==> config.mk <==
export PLATFORM = sky130hd
export DESIGN_NAME = uart_cmd_parser_flat
export DESIGN_NICKNAME = d
export VERILOG_FILES = /design/src/rtl/uart_cmd_pkg.sv /design/src/rtl/uart_cmd_parser_if.sv /design/src/rtl/timeout_counter.sv /design/src/rtl/uart_cmd_parser.sv /design/src/flat_wrapper.sv
export SDC_FILE = /design/constraint.sdc
export NUM_CORES = 1
export LEC_CHECK = 0
export CAP_MARGIN = 0
export CORE_MARGIN = 3
export CORE_UTILIZATION = 52
export CTS_CLUSTER_SIZE = 10
export DETAILED_ROUTE_END_ITERATION = 8
export GPL_ROUTABILITY_DRIVEN = 1
export PLACE_DENSITY = 0.88
export SYNTH_ARGS = -nofsm -noshare
export SYNTH_HDL_FRONTEND = slang
export SYNTH_SLANG_ARGS = --single-unit
export TNS_END_PERCENT = 100
==> constraint.sdc <==
create_clock -name clock -period 2 [get_ports clock]
set_input_delay 0.5 -clock clock [delete_from_list [all_inputs] [get_ports clock]]
set_output_delay 0.5 -clock clock [all_outputs]
set_load 0.01 [all_outputs]
==> src/rtl/uart_cmd_pkg.sv <==
// Shared types and constants for the UART register-command parser.
package uart_cmd_pkg;

  typedef enum logic [2:0] {
    IDLE,
    GET_ADDR,
    GET_DATA,
    DO_WRITE,
    DO_READ,
    WAIT_READ,
    RESP
  } state_t;

  localparam logic [7:0] RESP_OK       = 8'h4B;
  localparam logic [7:0] RESP_ERR      = 8'h3F;
  localparam logic [7:0] DEF_CMD_WRITE = 8'h57;
  localparam logic [7:0] DEF_CMD_READ  = 8'h52;

endpackage

==> src/rtl/uart_cmd_parser_if.sv <==
// Byte stream in, response byte out, and the simple register bus of the command parser.
interface uart_cmd_parser_if;

  logic [7:0] in_data_i;
  logic       in_valid_i;
  logic [7:0] out_data_o;
  logic       out_valid_o;
  logic       out_ready_i;
  logic [7:0] reg_addr_o;
  logic [7:0] reg_wdata_o;
  logic       reg_write_o;
  logic       reg_read_o;
  logic [7:0] reg_rdata_i;
  logic       err_timeout_o;
  logic       err_overrun_o;

  modport slave (
    input  in_data_i, in_valid_i, out_ready_i, reg_rdata_i,
    output out_data_o, out_valid_o, reg_addr_o, reg_wdata_o,
    output reg_write_o, reg_read_o, err_timeout_o, err_overrun_o
  );

  modport master (
    output in_data_i, in_valid_i, out_ready_i, reg_rdata_i,
    input  out_data_o, out_valid_o, reg_addr_o, reg_wdata_o,
    input  reg_write_o, reg_read_o, err_timeout_o, err_overrun_o
  );

endinterface

==> src/rtl/timeout_counter.sv <==
// Saturating idle-gap counter: clear restarts it, enable counts, expired marks the limit edge.
module timeout_counter #(
  parameter int LIMIT = 1200000
) (
  input  logic clock,
  input  logic reset,
  input  logic clear,
  input  logic enable,
  output logic expired
);

  localparam int W = $clog2(LIMIT + 1);
  localparam logic [W-1:0] LAST = W'(LIMIT - 1);
  localparam logic [W-1:0] FULL = W'(LIMIT);

  logic [W-1:0] count;

  always_ff @(posedge clock or posedge reset) begin
    if (reset) begin
      count <= '0;
    end else if (clear) begin
      count <= '0;
    end else if (enable && (count != FULL)) begin
      count <= count + W'(1);
    end
  end

  // High in the cycle whose increment reaches LIMIT, so the owner can act on that same edge.
  assign expired = enable && (count >= LAST);

endmodule

==> src/rtl/uart_cmd_parser.sv <==
// Decodes W/R register commands from the received byte stream and returns one response byte each.
module uart_cmd_parser
  import uart_cmd_pkg::*;
#(
  parameter int         TIMEOUT_CYCLES = 1200000,
  parameter logic [7:0] CMD_WRITE      = DEF_CMD_WRITE,
  parameter logic [7:0] CMD_READ       = DEF_CMD_READ
) (
  input logic              clock,
  input logic              reset,
  uart_cmd_parser_if.slave bus
);

  state_t     state, state_next;
  logic [7:0] out_data, out_data_next;
  logic [7:0] reg_addr, reg_addr_next;
  logic [7:0] reg_wdata, reg_wdata_next;
  logic       is_write, is_write_next;
  logic       err_timeout, err_timeout_next;
  logic       err_overrun, err_overrun_next;
  logic       gap_en;
  logic       expired;

  assign gap_en = (state == GET_ADDR) || (state == GET_DATA);

  timeout_counter #(.LIMIT(TIMEOUT_CYCLES)) u_gap (
    .clock   (clock),
    .reset   (reset),
    .clear   (bus.in_valid_i),
    .enable  (gap_en),
    .expired (expired)
  );

  always_ff @(posedge clock or posedge reset) begin
    if (reset) begin
      state       <= IDLE;
      out_data    <= '0;
      reg_addr    <= '0;
      reg_wdata   <= '0;
      is_write    <= 1'b0;
      err_timeout <= 1'b0;
      err_overrun <= 1'b0;
    end else begin
      state       <= state_next;
      out_data    <= out_data_next;
      reg_addr    <= reg_addr_next;
      reg_wdata   <= reg_wdata_next;
      is_write    <= is_write_next;
      err_timeout <= err_timeout_next;
      err_overrun <= err_overrun_next;
    end
  end

  always_comb begin
    state_next       = state;
    out_data_next    = out_data;
    reg_addr_next    = reg_addr;
    reg_wdata_next   = reg_wdata;
    is_write_next    = is_write;
    err_timeout_next = 1'b0;
    err_overrun_next = err_overrun;
    case (state)
      IDLE: begin
        if (bus.in_valid_i) begin
          if (bus.in_data_i == CMD_WRITE) begin
            is_write_next = 1'b1;
            state_next    = GET_ADDR;
          end else if (bus.in_data_i == CMD_READ) begin
            is_write_next = 1'b0;
            state_next    = GET_ADDR;
          end else begin
            out_data_next = RESP_ERR;
            state_next    = RESP;
          end
        end
      end
      // A byte on the expiry edge takes priority over the timeout.
      GET_ADDR: begin
        if (bus.in_valid_i) begin
          reg_addr_next = bus.in_data_i;
          state_next    = is_write ? GET_DATA : DO_READ;
        end else if (expired) begin
          err_timeout_next = 1'b1;
          state_next       = IDLE;
        end
      end
      GET_DATA: begin
        if (bus.in_valid_i) begin
          reg_wdata_next = bus.in_data_i;
          state_next     = DO_WRITE;
        end else if (expired) begin
          err_timeout_next = 1'b1;
          state_next       = IDLE;
        end
      end
      DO_WRITE: begin
        out_data_next = RESP_OK;
        state_next    = RESP;
      end
      DO_READ:   state_next = WAIT_READ;
      WAIT_READ: begin
        out_data_next = bus.reg_rdata_i;
        state_next    = RESP;
      end
      RESP: begin
        if (bus.out_ready_i) state_next = IDLE;
      end
      default: state_next = IDLE;
    endcase
    if (bus.in_valid_i && ((state == DO_WRITE) || (state == DO_READ) ||
                           (state == WAIT_READ) || (state == RESP))) begin
      err_overrun_next = 1'b1;
    end
  end

  assign bus.out_data_o    = out_data;
  assign bus.out_valid_o   = (state == RESP);
  assign bus.reg_addr_o    = reg_addr;
  assign bus.reg_wdata_o   = reg_wdata;
  assign bus.reg_write_o   = (state == DO_WRITE);
  assign bus.reg_read_o    = (state == DO_READ);
  assign bus.err_timeout_o = err_timeout;
  assign bus.err_overrun_o = err_overrun;

endmodule

==> src/flat_wrapper.sv <==
// flat-port wrapper written by rule: the top's interface ports become plain ports
module uart_cmd_parser_flat import uart_cmd_pkg::*;
#(
  parameter int         TIMEOUT_CYCLES = 1200000,
  parameter logic [7:0] CMD_WRITE      = DEF_CMD_WRITE,
  parameter logic [7:0] CMD_READ       = DEF_CMD_READ
)
  (clock, reset, bus_in_data_i, bus_in_valid_i, bus_out_ready_i, bus_reg_rdata_i, bus_out_data_o, bus_out_valid_o, bus_reg_addr_o, bus_reg_wdata_o, bus_reg_write_o, bus_reg_read_o, bus_err_timeout_o, bus_err_overrun_o);
  uart_cmd_parser_if bus_i ();
  input logic clock;
  input logic reset;
  input wire logic [$bits(bus_i.in_data_i)-1:0] bus_in_data_i;
  input wire logic [$bits(bus_i.in_valid_i)-1:0] bus_in_valid_i;
  input wire logic [$bits(bus_i.out_ready_i)-1:0] bus_out_ready_i;
  input wire logic [$bits(bus_i.reg_rdata_i)-1:0] bus_reg_rdata_i;
  output wire logic [$bits(bus_i.out_data_o)-1:0] bus_out_data_o;
  output wire logic [$bits(bus_i.out_valid_o)-1:0] bus_out_valid_o;
  output wire logic [$bits(bus_i.reg_addr_o)-1:0] bus_reg_addr_o;
  output wire logic [$bits(bus_i.reg_wdata_o)-1:0] bus_reg_wdata_o;
  output wire logic [$bits(bus_i.reg_write_o)-1:0] bus_reg_write_o;
  output wire logic [$bits(bus_i.reg_read_o)-1:0] bus_reg_read_o;
  output wire logic [$bits(bus_i.err_timeout_o)-1:0] bus_err_timeout_o;
  output wire logic [$bits(bus_i.err_overrun_o)-1:0] bus_err_overrun_o;
  assign bus_i.in_data_i = bus_in_data_i;
  assign bus_i.in_valid_i = bus_in_valid_i;
  assign bus_i.out_ready_i = bus_out_ready_i;
  assign bus_i.reg_rdata_i = bus_reg_rdata_i;
  assign bus_out_data_o = bus_i.out_data_o;
  assign bus_out_valid_o = bus_i.out_valid_o;
  assign bus_reg_addr_o = bus_i.reg_addr_o;
  assign bus_reg_wdata_o = bus_i.reg_wdata_o;
  assign bus_reg_write_o = bus_i.reg_write_o;
  assign bus_reg_read_o = bus_i.reg_read_o;
  assign bus_err_timeout_o = bus_i.err_timeout_o;
  assign bus_err_overrun_o = bus_i.err_overrun_o;
  uart_cmd_parser #(.TIMEOUT_CYCLES(TIMEOUT_CYCLES), .CMD_WRITE(CMD_WRITE), .CMD_READ(CMD_READ)) u_core (.clock(clock), .reset(reset), .bus(bus_i));
endmodule
==> results of run 1 <==
per-stage QoR:
step,hold slack (ns),worst slack [ns],utilization,cell area [sq um],std cells
5_1_grt,0.478,0.00920,0.741,3360,372
6_report,0.461,0.0680,0.741,3360,372
2_1_floorplan,0.493,0.210,-,2530,236
4_1_cts,0.465,0.0839,0.738,3350,371
3_3_place_gp,0.439,-0.364,0.705,3200,358
3_5_place_dp,0.443,-0.425,0.705,3200,358
final cells by class:
type                    instances  area, sq um
flip-flops and latches         51         1280
inverters                       8         30.0
clock inverters                 3         43.8
repair buffers                 73          684
clock buffers                   5         68.8
well taps                      65         81.3
fillers                       302         1170
multi-input cells             167         1170
Yosys cell counts, drive strengths merged, types with 2 or more instances:
master	n
nor2b	4
xnor2	5
o221a	3
o21ai	6
clkbuf	6
buf	4
ha	2
and3	4
nor4	2
inv	8
nand3	10
nand2	11
a21o	3
dfrtp	51
and4	3
nand4	12
a21oi	5
nor3	8
nand2b	3
mux2	17
and2	6
xor2	14
nor2	28
or4	2
o22a	3
how the worst max path moves through the flow:
stage / from / to / slack (ns)
floorplan: bus_in_data_i[3] / u_core.state[2] / 0.21
global placement: bus_in_data_i[4] / u_core.state[2] / -0.36
detailed placement: bus_in_data_i[3] / u_core.state[2] / -0.43
CTS: bus_in_data_i[0] / u_core.state[1] / 0.08
global route: u_core.u_gap.count[0] / u_core.u_gap.count[12] / 0.009
finish: bus_in_data_i[0] / u_core.state[2] / 0.07
state kept, by name, summed over array words and instances (netlist names):
name and cells:
u_core.bus.err_overrun_o 1, u_core.bus.err_timeout_o 1, u_core.state 3, u_core.bus.reg_addr_o 8, u_core.bus.reg_wdata_o 8, u_core.bus.out_data_o 8, u_core.is_write 1, u_core.u_gap.count 21
what timing repair did:
item,4_1_cts,5_1_grt
buffers inserted,5,1
resized for setup,12,2
pin swaps,3,1
endpoints found under the hold margin,0,0
hold buffers,0,0
endpoints found under the setup margin,12,3
metal layers:
layer	wire length (microns)	global-route usage	vias to the layer above
met2	3170	0.378	71
li1	-	-	982
met1	2560	0.292	1088
met4	92	0.0602	0
met5	0	0	-
met3	302	0.0515	8
cell families after synthesis:
kind of cell               synth area share
buffers and inverters                0.0375
AOI/OAI and AO/OA                    0.0924
muxes                                0.0795
xor gates and xnor gates             0.0657
adders and majority gates           0.00988
and+or+nand+nor                       0.211
DFF                                   0.504
power by group through the flow:
stage | Sequential (mW) | Clock [mW] | Combinational (mW)
finish | 1.50 | 0.725 | 1.70
global placement | 1.50 | 0 | 1.57
global route | 1.53 | 0.771 | 1.82
detailed placement | 1.52 | 0 | 1.62
floorplan | 1.57 | 0 | 0.761
CTS | 1.49 | 0.733 | 1.68
worst max-delay path, delay by kind of cell:
kind	cells	cell delay, ns
xor+xnor	1	0.18
compound gates	2	0.41
simple gates	2	0.59
buf+inv	1	0.45
==> results.ini, run 1 <==
[power_and_ir_drop]
clkPwrFrac = 0.185
pwr-share-seq = 0.381
combPwrFrac = 0.434
power_mw = 3.92
power_density_mw_per_mm2 = 1170
sw_frac_of_total = 0.329
leakage_nw = 1.48
p_int_mw = 2.63
peakVddDrop_mv = 0.990
switching_power_mw = 1.29

[floorplan]
core_area_sq_mm = 0.00453
die-width_microns = 75.8
fp.dieH_microns = 75.8
die_area_sq_mm = 0.00574
start_util = 0.558
rows = 24
io_pins = 49

[place]
place.gp.congestion = 0.868
portBuffers = 48
hpwlAfterDp_mm = 4.16

[synthesis]
yosys_warnings = 0
yosysUniqueCellTypes = 51
synth_edf_count = 0
synth-seq-area-share = 0.504
ys_top_cells_by_area = dfrtp_1 50%, mux2_2 7.6%, xor2_1 4.8%
synth_flop_cell = dfrtp_1
synth-async-reset-ratio = 1.00
synthCells = 236
ys_seq_elements = 51
syn_avg_cell_area_sq_um = 10.7
synth_nets = 258
synth_top_area_frac = 0.504
netlist_area_sq_mm = 0.00253
synth_largest_area_cell = dfrtp_1

[finish]
antenna_cells = 0
layout_commonest_cell = dfrtp_1
drive_gt1_frac = 0.231
final_cell_mix = 49 x dfrtp_1, 41 x clkdlybuf4s50_1, 24 x nor2_1
fin_nets = 328
syn2layout_area_growth_pct = 32.8

[clocking]
cts_tree = yes
cts_buffers = 5
cts.clk_slew.worst_paths_ns = 0.10
cts-root-buf = clkbuf_8
clkLatencyLatePin_ns = 0.31
htreeDepth = 2
max-clock-path-buffers = 2
cts_sinks = 51

[critical_path]
arrival_ns = 2.13
r2r-end = u_core.u_gap.count[19]
r2r_slack_ns = 0.14
cp_slowest_cell = or4_4
path_class = in -> reg
worstReg2RegStart = u_core.state[0]
crit_chain = clkdlybuf4s50_1 -> xor2_1 -> or4_4 -> nor2_2 -> a21oi_1 -> a311o_1
cpPeakStageDelay_ns = 0.46
end_kind = register
crit_fanout = 4
required_ns = 2.19
r2r_cells = 6
start_kind = input pin

[outcome]
status = complete, no violations

[routing]
ant_nets = 0
vias_per_cell = 5.78
drc = 0
wl_mm = 6.13
wire_per_inst_microns = 16.5
drt-initial-drc-count = 218
drt_pass1_iterations = 4
vias = 2149

[global_routing]
track_usage = 0.225
grt_pass1_vias = 2068
grt_pass1_wl_mm = 9.76
grt_max_degree = 40
antenna_found_initial = 0
overflow = 0

[sta]
clock_skew_ns = 0.00749
setup_viol = 0
maxSlewViolCount = 0
layout_min_cycle_time_ns = 1.93
fin_setup_tns_ns = 0
fmax_mhz = 518
post-route-period-util = 0.966
worst_pin_slew_ns = 0.410
maxSlewHeadroom = 0.726
finalHoldViolCount = 0
rsz0062_at_grt = false

[flow_run]
maxCapViolCount = 0

[hold_path]
min_to = u_core.bus.err_overrun_o
worstHoldStart = u_core.bus.err_overrun_o
hold_depth = 1
hold_path_class = reg -> reg

Note: power is estimated with default switching activity, not from simulation.
==> inputs of run 2 (changes only) <==
--- a/constraint.sdc
+++ b/constraint.sdc
@@ -3,2 +3,2 @@
 set_output_delay 0.5 -clock clock [all_outputs]
-set_load 0.01 [all_outputs]
+set_load 0.05 [all_outputs]
==> run 2 against run 1 <==
- non-clock buffer count fell by 3
- utilization rose by 1.2 points
- die area did not move
- cell count fell by 0.81%
- combinational power rose by 45%
- sequential power rose by 3%
- clock power barely moved
- critical path depth fell by 2
- sequential cell count did not move
- global-route usage fell by 0.31 points
- worst hold slack got worse by 0.00093 ns
- register-to-register slack got worse by 0.02 ns
- critical endpoint is now bus_reg_write_o
- largest cell class unchanged
==> results.ini, run 2 (synthesis results as in run 1) <==
[power_and_ir_drop]
clkPwrFrac = 0.153  ; -0.032
leakage_nw = 1.61  ; +9.3%
power_density_mw_per_mm2 = 1390  ; +19%
combPwrFrac = 0.521  ; +0.087
sw_frac_of_total = 0.443  ; +0.114
p_int_mw = 2.64  ; +0.25%
switching_power_mw = 2.10  ; +62%
pwr-share-seq = 0.325  ; -0.056
power_mw = 4.73  ; +21%
peakVddDrop_mv = 0.942  ; -4.9%

[sta]
rsz0062_at_grt = true
post-route-period-util = 0.984  ; +0.0178
worst_pin_slew_ns = 0.527  ; +0.117 ns
setup_viol = 0  ; unchanged
clock_skew_ns = 0.00644  ; -0.00104 ns
maxSlewViolCount = 0  ; unchanged
maxSlewHeadroom = 0.648  ; -0.0780
layout_min_cycle_time_ns = 1.97  ; +0.0355 ns
fmax_mhz = 508  ; -1.8%
fin_setup_tns_ns = 0  ; unchanged
finalHoldViolCount = 0  ; unchanged

[finish]
antenna_cells = 0  ; unchanged
fin_nets = 325  ; -0.91%
largest_register = u_core.u_gap.count
num-fill-cells = 273  ; -9.6%
final_cell_mix = 49 x dfrtp_1, 28 x buf_4, 24 x nor2_1
largest_reg_flops = 21  ; unchanged
drive_gt1_frac = 0.273  ; +0.0418
design_area_sq_mm = 0.00342  ; +1.6%
fin_util = 0.753  ; +0.0119
syn2layout_area_growth_pct = 34.9
layout_commonest_cell = dfrtp_1

[hold_path]
hold_path_class = reg -> reg

[floorplan]
start_util = 0.558  ; unchanged
io_pins = 49  ; unchanged
die_area_sq_mm = 0.00574  ; unchanged
rows = 24  ; unchanged
fp.dieH_microns = 75.8  ; unchanged
core_area_sq_mm = 0.00453  ; unchanged
die-width_microns = 75.8  ; unchanged

[clocking]
cts.clk_slew.worst_paths_ns = 0.09  ; about the same
htreeDepth = 2  ; unchanged
cts-root-buf = clkbuf_8
cts_buffers = 5  ; unchanged
cts_sinks = 51  ; unchanged
cts_tree = yes
postCtsHoldBufs = 0  ; unchanged
max-clock-path-buffers = 2  ; unchanged
clkLatencyLatePin_ns = 0.31  ; about the same

[routing]
drc = 0  ; unchanged
ant_nets = 0  ; unchanged
wl_mm = 6.07  ; -0.91%
drt-initial-drc-count = 166  ; -24%
vias = 2105  ; -2.0%
wire_per_inst_microns = 16.4  ; -0.11%
drt_pass1_iterations = 4  ; unchanged
vias_per_cell = 5.70  ; -1.3%

[global_routing]
track_usage = 0.222  ; -0.00307
antenna_found_initial = 0  ; unchanged
overflow = 0  ; unchanged
grt_max_degree = 52  ; +30%
grt_pass1_wl_mm = 9.76  ; about the same
grt_pass1_vias = 2003  ; -3.1%

[outcome]
status = complete, no violations

[critical_path]
path_class = reg -> out
end_kind = output port
start_kind = register
crit_fanout = 10  ; +6
arrival_ns = 1.47  ; -0.66 ns
required_ns = 1.50  ; -0.69 ns

[place]
portBuffers = 48  ; unchanged
post_dp_cell_area_sq_mm = 0.00320  ; +0.23%
place.gp.congestion = 0.833  ; -4.0%
hpwlAfterDp_mm = 4.10  ; -1.3%

[flow_run]
maxCapViolCount = 0  ; unchanged

-- run 2: cell count changes in the layout (fill, tap and decap cells not counted), sizes merged --
cell	change
inv	+1
clkdlybuf4s50	-23
dlygate4sd2	-3
clkinv	-2
buf	+8
dlymetal6s2s	+15
clkinvlp	+1
-- run 2: final cells by class --
| type | instances | area [sq um] | share of cell area |
|---|---|---|---|
| inverters | 8 | 30.0 | 0.00879 |
| flip-flops and latches | 51 | 1280 | 0.374 |
| clock buffers | 5 | 68.8 | 0.0201 |
| repair buffers | 70 | 713 | 0.209 |
| multi-input cells | 167 | 1200 | 0.351 |
| well taps | 65 | 81.3 | 0.0238 |
| clock inverters | 3 | 46.3 | 0.0136 |
-- run 2: timing repair --
action | CTS | global route
pin swaps | 3 | 1
endpoints found under the setup margin | 9 | 22
resized for setup | 9 | 21
buffers inserted | 3 | 1
-- run 2: per-stage QoR --
step / std cells / setup WS (ns) / hold WS, ns
after CTS: 368 / -0.00336 / 0.468
final: 369 / 0.0325 / 0.460
after global routing: 369 / -0.0516 / 0.492
after floorplan: 236 / 0.0921 / 0.514
after detailed placement: 357 / -0.459 / 0.450
after global placement: 357 / -0.371 / 0.445
-- run 2: routing by layer --
layer | wire, microns | up-vias | track usage
met4 | 99 | 0 | 0.0699
met5 | 0 | - | 0
met1 | 2550 | 1016 | 0.295
met3 | 314 | 15 | 0.0501
met2 | 3100 | 90 | 0.361
li1 | - | 984 | -
-- run 2: worst max-delay path, cell delays in order (launching register included) --
cell and delay, ns:
dfrtp_2 0.51, inv_2 0.14, nand3_1 0.12, inv_1 0.22, buf_12 0.17
-- run 2: path summary, 6_finish.rpt --
check,start,end,slack (ns),depth (start not counted)
setup reg to reg,u_core.u_gap.count[0],u_core.u_gap.count[2],0.12,8
hold reg to reg,u_core.bus.err_overrun_o,u_core.bus.err_overrun_o,0.46,1
hold / removal,u_core.bus.err_overrun_o,u_core.bus.err_overrun_o,0.46,1
max in group asynchronous,reset,u_core.state[2],1.22,3
setup / recovery,u_core.state[2],bus_reg_write_o,0.03,4
min in group asynchronous,reset,u_core.bus.reg_addr_o[6],0.55,3
-- run 2: power groups by stage --
stage          Combinational [mW]  Sequential [mW]  Clock, mW
6_report                     2.47             1.54      0.726
5_1_grt                      2.60             1.58      0.770
4_1_cts                      2.46             1.53      0.735
3_5_place_dp                 2.42             1.55          0
3_3_place_gp                 2.37             1.53          0
2_1_floorplan               0.844             2.28          0
